==> src/rtl/masked_accum_seq_if.sv <==
// Sample/result bundle for masked_accum_seq: the source drives the master side,
// the accumulator sits on the slave side.
interface masked_accum_seq_if #(
    parameter int unsigned DW    = 4,
    parameter int unsigned AW    = 12,
    parameter int unsigned FRAME = 128
);
    localparam int unsigned CW = $clog2(FRAME + 1);

    logic          start_i;
    logic          in_valid_i;
    logic [DW-1:0] in_data_i;
    logic [DW-1:0] in_mask_i;
    logic          busy_o;
    logic [CW-1:0] count_o;
    logic [AW-1:0] out_sum_o;
    logic          out_valid_o;
    logic          overflow_o;

    modport slave (
        input  start_i, in_valid_i, in_data_i, in_mask_i,
        output busy_o, count_o, out_sum_o, out_valid_o, overflow_o
    );

    modport master (
        output start_i, in_valid_i, in_data_i, in_mask_i,
        input  busy_o, count_o, out_sum_o, out_valid_o, overflow_o
    );
endinterface

==> src/rtl/masked_accum_seq.sv <==
// Frame accumulator of masked samples: one-stage input register feeding an AW-bit
// accumulator, with wrap or saturate arithmetic and a sticky overflow flag.
module masked_accum_seq #(
    parameter int unsigned DW    = 4,
    parameter int unsigned AW    = 12,
    parameter int unsigned FRAME = 128,
    parameter bit          SAT   = 1'b0
) (
    input  logic               clk,
    input  logic               rst,
    masked_accum_seq_if.slave  bus
);
    localparam int unsigned CW = $clog2(FRAME + 1);

    typedef enum logic [1:0] {
        S_IDLE  = 2'd0,
        S_ACC   = 2'd1,
        S_FLUSH = 2'd2
    } state_e;

    state_e        state_q, state_d;
    logic [AW-1:0] acc_q, acc_d;
    logic [AW-1:0] stage_q, stage_d;
    logic          stage_vld_q, stage_vld_d;
    logic [CW-1:0] count_q, count_d;
    logic [AW-1:0] sum_q, sum_d;
    logic          valid_q, valid_d;
    logic          ovf_q, ovf_d;

    logic [AW:0]   add_ext;
    logic [AW-1:0] acc_add;
    logic          carry;
    logic          frame_full;

    // One extra bit catches the carry out of the accumulator.
    always_comb begin
        add_ext = {1'b0, acc_q} + {1'b0, stage_q};
        carry   = stage_vld_q & add_ext[AW];
        acc_add = (add_ext[AW] && SAT) ? {AW{1'b1}} : add_ext[AW-1:0];
    end

    assign frame_full = (count_q == CW'(FRAME));

    // NOTE: every next-state signal gets its default first, so no path leaves one
    // unassigned and no latch can be inferred.
    always_comb begin
        state_d     = state_q;
        acc_d       = acc_q;
        stage_d     = stage_q;
        stage_vld_d = 1'b0;
        count_d     = count_q;
        sum_d       = sum_q;
        valid_d     = 1'b0;
        ovf_d       = ovf_q;

        if (state_q != S_IDLE && stage_vld_q) begin
            acc_d = acc_add;
            if (carry) ovf_d = 1'b1;
        end

        unique case (state_q)
            S_IDLE: begin
                if (bus.start_i) begin
                    state_d = S_ACC;
                    acc_d   = '0;
                    count_d = '0;
                    ovf_d   = 1'b0;
                end
            end
            S_ACC: begin
                // The last accepted sample drains through the adder before FLUSH.
                if (frame_full) begin
                    state_d = S_FLUSH;
                end else if (bus.in_valid_i) begin
                    stage_d     = {{(AW-DW){1'b0}}, bus.in_data_i & bus.in_mask_i};
                    stage_vld_d = 1'b1;
                    count_d     = count_q + CW'(1);
                end
            end
            S_FLUSH: begin
                sum_d   = stage_vld_q ? acc_add : acc_q;
                valid_d = 1'b1;
                state_d = S_IDLE;
            end
            default: state_d = S_IDLE;
        endcase
    end

    // NOTE: state updates use non-blocking assignments so every register samples
    // the pre-edge values of its neighbours, regardless of statement order.
    always_ff @(posedge clk or posedge rst) begin
        if (rst) begin
            state_q     <= S_IDLE;
            acc_q       <= '0;
            stage_q     <= '0;
            stage_vld_q <= 1'b0;
            count_q     <= '0;
            sum_q       <= '0;
            valid_q     <= 1'b0;
            ovf_q       <= 1'b0;
        end else begin
            state_q     <= state_d;
            acc_q       <= acc_d;
            stage_q     <= stage_d;
            stage_vld_q <= stage_vld_d;
            count_q     <= count_d;
            sum_q       <= sum_d;
            valid_q     <= valid_d;
            ovf_q       <= ovf_d;
        end
    end

    assign bus.busy_o      = (state_q != S_IDLE);
    assign bus.count_o     = count_q;
    assign bus.out_sum_o   = sum_q;
    assign bus.out_valid_o = valid_q;
    assign bus.overflow_o  = ovf_q;
endmodule
==> src/flat_wrapper.sv <==
// flat-port wrapper written by rule: the top's interface ports become plain ports
module masked_accum_seq_flat 
#(
    parameter int unsigned DW    = 4,
    parameter int unsigned AW    = 12,
    parameter int unsigned FRAME = 128,
    parameter bit          SAT   = 1'b0
)
  (clk, rst, bus_start_i, bus_in_valid_i, bus_in_data_i, bus_in_mask_i, bus_busy_o, bus_count_o, bus_out_sum_o, bus_out_valid_o, bus_overflow_o);
  masked_accum_seq_if #(.DW(DW), .AW(AW), .FRAME(FRAME)) bus_i ();
  input  logic clk;
  input  logic rst;
  input wire logic [$bits(bus_i.start_i)-1:0] bus_start_i;
  input wire logic [$bits(bus_i.in_valid_i)-1:0] bus_in_valid_i;
  input wire logic [$bits(bus_i.in_data_i)-1:0] bus_in_data_i;
  input wire logic [$bits(bus_i.in_mask_i)-1:0] bus_in_mask_i;
  output wire logic [$bits(bus_i.busy_o)-1:0] bus_busy_o;
  output wire logic [$bits(bus_i.count_o)-1:0] bus_count_o;
  output wire logic [$bits(bus_i.out_sum_o)-1:0] bus_out_sum_o;
  output wire logic [$bits(bus_i.out_valid_o)-1:0] bus_out_valid_o;
  output wire logic [$bits(bus_i.overflow_o)-1:0] bus_overflow_o;
  assign bus_i.start_i = bus_start_i;
  assign bus_i.in_valid_i = bus_in_valid_i;
  assign bus_i.in_data_i = bus_in_data_i;
  assign bus_i.in_mask_i = bus_in_mask_i;
  assign bus_busy_o = bus_i.busy_o;
  assign bus_count_o = bus_i.count_o;
  assign bus_out_sum_o = bus_i.out_sum_o;
  assign bus_out_valid_o = bus_i.out_valid_o;
  assign bus_overflow_o = bus_i.overflow_o;
  masked_accum_seq #(.DW(DW), .AW(AW), .FRAME(FRAME), .SAT(SAT)) u_core (.clk(clk), .rst(rst), .bus(bus_i));
endmodule
==> config.mk <==
export PLATFORM = sky130hd
export DESIGN_NAME = masked_accum_seq_flat
export DESIGN_NICKNAME = d
export VERILOG_FILES = /design/src/rtl/masked_accum_seq_if.sv /design/src/rtl/masked_accum_seq.sv /design/src/flat_wrapper.sv
export SDC_FILE = /design/constraint.sdc
export NUM_CORES = 1
export LEC_CHECK = 0
export ABC_AREA = 1
export ABC_CLOCK_PERIOD_IN_PS = 1640
export BUFFER_PORTS_ARGS = -buffer_cell sky130_fd_sc_hd__buf_2
export CAP_MARGIN = 20
export CORE_UTILIZATION = 51
export DETAILED_ROUTE_END_ITERATION = 8
export GPL_TIMING_DRIVEN = 0
export HOLD_SLACK_MARGIN = 0.12
export PLACE_DENSITY = 0.76
export SETUP_SLACK_MARGIN = 0.4
export SKIP_LAST_GASP = 1
export SLEW_MARGIN = 20
export SYNTH_ARGS = -nofsm -noshare
export SYNTH_HDL_FRONTEND = slang
export SYNTH_SLANG_ARGS = --single-unit
==> constraint.sdc <==
create_clock -name clk -period 1.64 [get_ports clk]
set_input_delay 0.328 -clock clk [delete_from_list [all_inputs] [get_ports clk]]
set_output_delay 0.328 -clock clk [all_outputs]
set_load 0.03 [all_outputs]
==> results by group <==
Finish
  • # nets final: 386
  • N_diodes: 0
  • Multi-input gate area: 1350 um2
  • Layout cell share with drive strength beyond 1: 0.427
  • Area Growth Syn to Fin: 44.2%
  • Post-Layout Inst Area: 3250 um2
  • FF/Latch Area: 1040 um2
  • Fillers: 264

Detailed routing
  • DR iter-0 viols: 167
  • Number of vias per cell: 5.61
  • Antenna-violating nets left: 0
  • Post-Route WL: 6.65 mm
  • Routed vias: 2,346
  • Drt drc: 0
  • Drt first pass iters: 5
  • WL/cell: 15.9 um

Placement
  • I/O Buffers: 34
  • Final GP Congestion: 0.887
  • HPWL Detailed: 3.53 mm
  • DP Area: 2590 um2
  • Worst slack, placed: -87.7 ps

STA
  • Clock skew: 4.45 ps
  • Achievable Freq: 0.596 GHz
  • Unrepaired setup endpoints after global routing: true
  • Hold Fails Final Rpt: 0
  • Setup violators final: 9
  • Final Cycle Share: 1.02
  • Min Tclk post-route: 1680 ps
  • Slew Viols, Final: 0
  • Measured slew at the worst slew-check pin: 876 ps
  • Slew margin rel.: 0.415
  • Final setup margin: -38.8 ps

Floorplan
  • Die area: 4690 um2
  • Core ar.: 4120 um2
  • Width of the die: 68.5 um
  • I/O pins: 35
  • Die Y-Extent: 68.5 um
  • Initial Util: 0.548
  • Cell Rows: 23

Worst setup path
  • Crit. End Element: flop
  • Worst EP arrival: 1870 ps
  • CP Launch Type: flop
  • Worst EP required: 1830 ps
  • Setup CP Type: reg2reg
  • CP Max Fanout: 4

Clock network
  • Max clock buf depth: 2
  • Hold buffer count at cts: 0
  • Root Driver: clkbuf_8
  • Clock slew at reported path FFs: 80 ps
  • CTS tree: done
  • Num CTS Buffers: 5
  • # H-tree levels: 2
  • CTS sink count: 41
  • Clk Latency, worst-skew pair: 300 ps

Synth
  • Post-synth EDFFs: 0
  • FFs w/ async S/R, synth: 1.00
  • Warning count from the yosys run: 0
  • Syn_nets: 311
  • Count leader, synth: nand2_1
  • Post-synth cell types: 29
  • Cell count after synthesis: 292
  • Avg Cell Area, Syn: 7.73 um2
  • Yosys reg bits: 41
  • Predominant post-synthesis flop cell: dfrtp_1
  • Seq/Total Area, Yosys: 0.455
  • Yosys top cell area share: 0.455
  • Top post-synthesis cells by area: dfrtp_1, nand2_1, nand3_1
  • Area of the mapped netlist: 2260 um2
  • Top cells by count, synth: nand2_1, dfrtp_1, inv_1
  • Yosys top cell by area: dfrtp_1

Run
  • MaxCap Viol Count: 0

Global route
  • First-pass GRT wire length: 9.35 mm
  • Vias in the first global route: 2,114
  • Largest net degree at the start of global routing: 42
  • Total GRT Usage: 0.273
  • GR Overflow Total: 0
  • Initial antenna violation count: 0

Pwr
  • P_leak: 1.64 nW
  • Worst IR drop on VDD: 1.27 mV
  • Cell Pwr Density: 1780 nW/um2
  • Total power: 0.00580 W

Run status
  • Outcome: finished, violations left
  • Violated checks: negative setup slack

Hold path
  • Hold WC Path Type: in2async
state kept, by name, summed over array words and instances, names as in the netlist:
name and count:
u_core.acc_q 12, u_core.bus.out_sum_o 12, u_core.bus.count_o 8, u_core.stage_q 4, u_core.state_q 2, u_core.bus.out_valid_o 1
u_core.bus.overflow_o 1, u_core.stage_vld_q 1
routing by layer:
| metal | vias up | GRT usage | share of wire |
|---|---|---|---|
| met3 | 12 | 0.0411 | 0.052 |
| met4 | 0 | 0.122 | 0.019 |
| met2 | 114 | 0.475 | 0.51 |
| li1 | 1101 | - | - |
| met1 | 1119 | 0.330 | 0.42 |
| met5 | - | 0 | 0 |
report_power, final:
group	switching, W	internal [W]
combinational	0.00196	0.00143
sequential	0.000387	0.00137
clock	0.000352	0.000295
total	0.00270	0.00310
cell type report:
class                           count  share of cell area
Buffer                              7              0.0185
Sequential cell                    41               0.318
Tap cell                           50              0.0192
Inverter                           35              0.0438
Multi-Input combinational cell    210               0.416
Timing Repair Buffer               67               0.159
Clock buffer                        6              0.0223
Clock inverter                      2             0.00308
per-stage QoR:
| stage | hold slack [ps] | utilization | cells | setup TNS (ps) |
|---|---|---|---|---|
| after floorplan | 313 | - | 292 | 0 |
| after global placement | 456 | 0.631 | 376 | -174 |
| after detailed placement | 461 | 0.631 | 376 | -203 |
| after CTS | 225 | 0.738 | 407 | -53.2 |
| after global routing | 264 | 0.791 | 418 | -1480 |
| final | 192 | 0.791 | 418 | -143 |
kinds of logic after synthesis:
logic type                 synth area share
adders and majority gates            0.0422
AOI/OAI and AO/OA                     0.126
DFF                                   0.455
and+or+nand+nor                       0.276
xor gates and xnor gates             0.0272
buffers and inverters                0.0732
repair_timing:
item	4_1_cts	5_1_grt
buffers inserted	22	11
gates resized for setup	56	42
endpoints found under the hold margin	0	0
cloned	1	0
endpoints found under the setup margin	47	47
pin swaps	21	19
worst max-delay path, stage by stage (launching register included):
cell     delay (ps)
dfrtp_1         410
ha_2            210
fa_2            350
nand3_2          90
nand2_4          80
nand2_4         100
buf_4           120
nor3_1           40
o21a_1          160
worst paths after layout:
| path | start | end | slack [ps] | depth (start not counted) |
|---|---|---|---|---|
| worst max-delay path | u_core.acc_q[0]$_DFF_PP0_ | u_core.bus.overflow_o$_DFF_PP0_ | -40 | 8 |
| worst min-delay path | rst | u_core.stage_q[2]$_DFFE_PP0P_ | 190 | 2 |
| worst max register to register | u_core.acc_q[0]$_DFF_PP0_ | u_core.bus.overflow_o$_DFF_PP0_ | -40 | 8 |
| worst min register to register | u_core.bus.out_sum_o[9]$_DFFE_PP0P_ | u_core.bus.out_sum_o[9]$_DFFE_PP0P_ | 470 | 2 |
| max in group asynchronous | rst | u_core.bus.count_o[4]$_DFFE_PP0P_ | 920 | 2 |
| min in group clk | bus_in_mask_i[3] | u_core.stage_q[3]$_DFFE_PP0P_ | 260 | 3 |
cells in the final DEF (no fill, tap or decap), types with 2 or more instances in the layout:
cell / n
nand3_2: 10
buf_4: 27
a31oi_1: 4
nand2_2: 15
dfrtp_2: 8
buf_6: 17
nor2_2: 2
nand4_1: 5
xor2_1: 2
inv_4: 3
buf_2: 26
ha_4: 4
nor2_1: 14
nor2_4: 5
nand2_1: 67
o21a_1: 2
inv_1: 24
nand3_4: 2
a31o_2: 2
clkbuf_8: 6
o31ai_1: 2
inv_2: 7
a21oi_1: 15
o21ai_0: 10
nand3_1: 15
o21ai_4: 2
clkinv_2: 2
o21ai_2: 3
xnor2_1: 3
xor2_2: 2
dfrtp_1: 33
clkbuf_1: 2
nand2_4: 5
nor3_2: 2
o21ai_1: 11
Power figures use the tool's default switching activity.
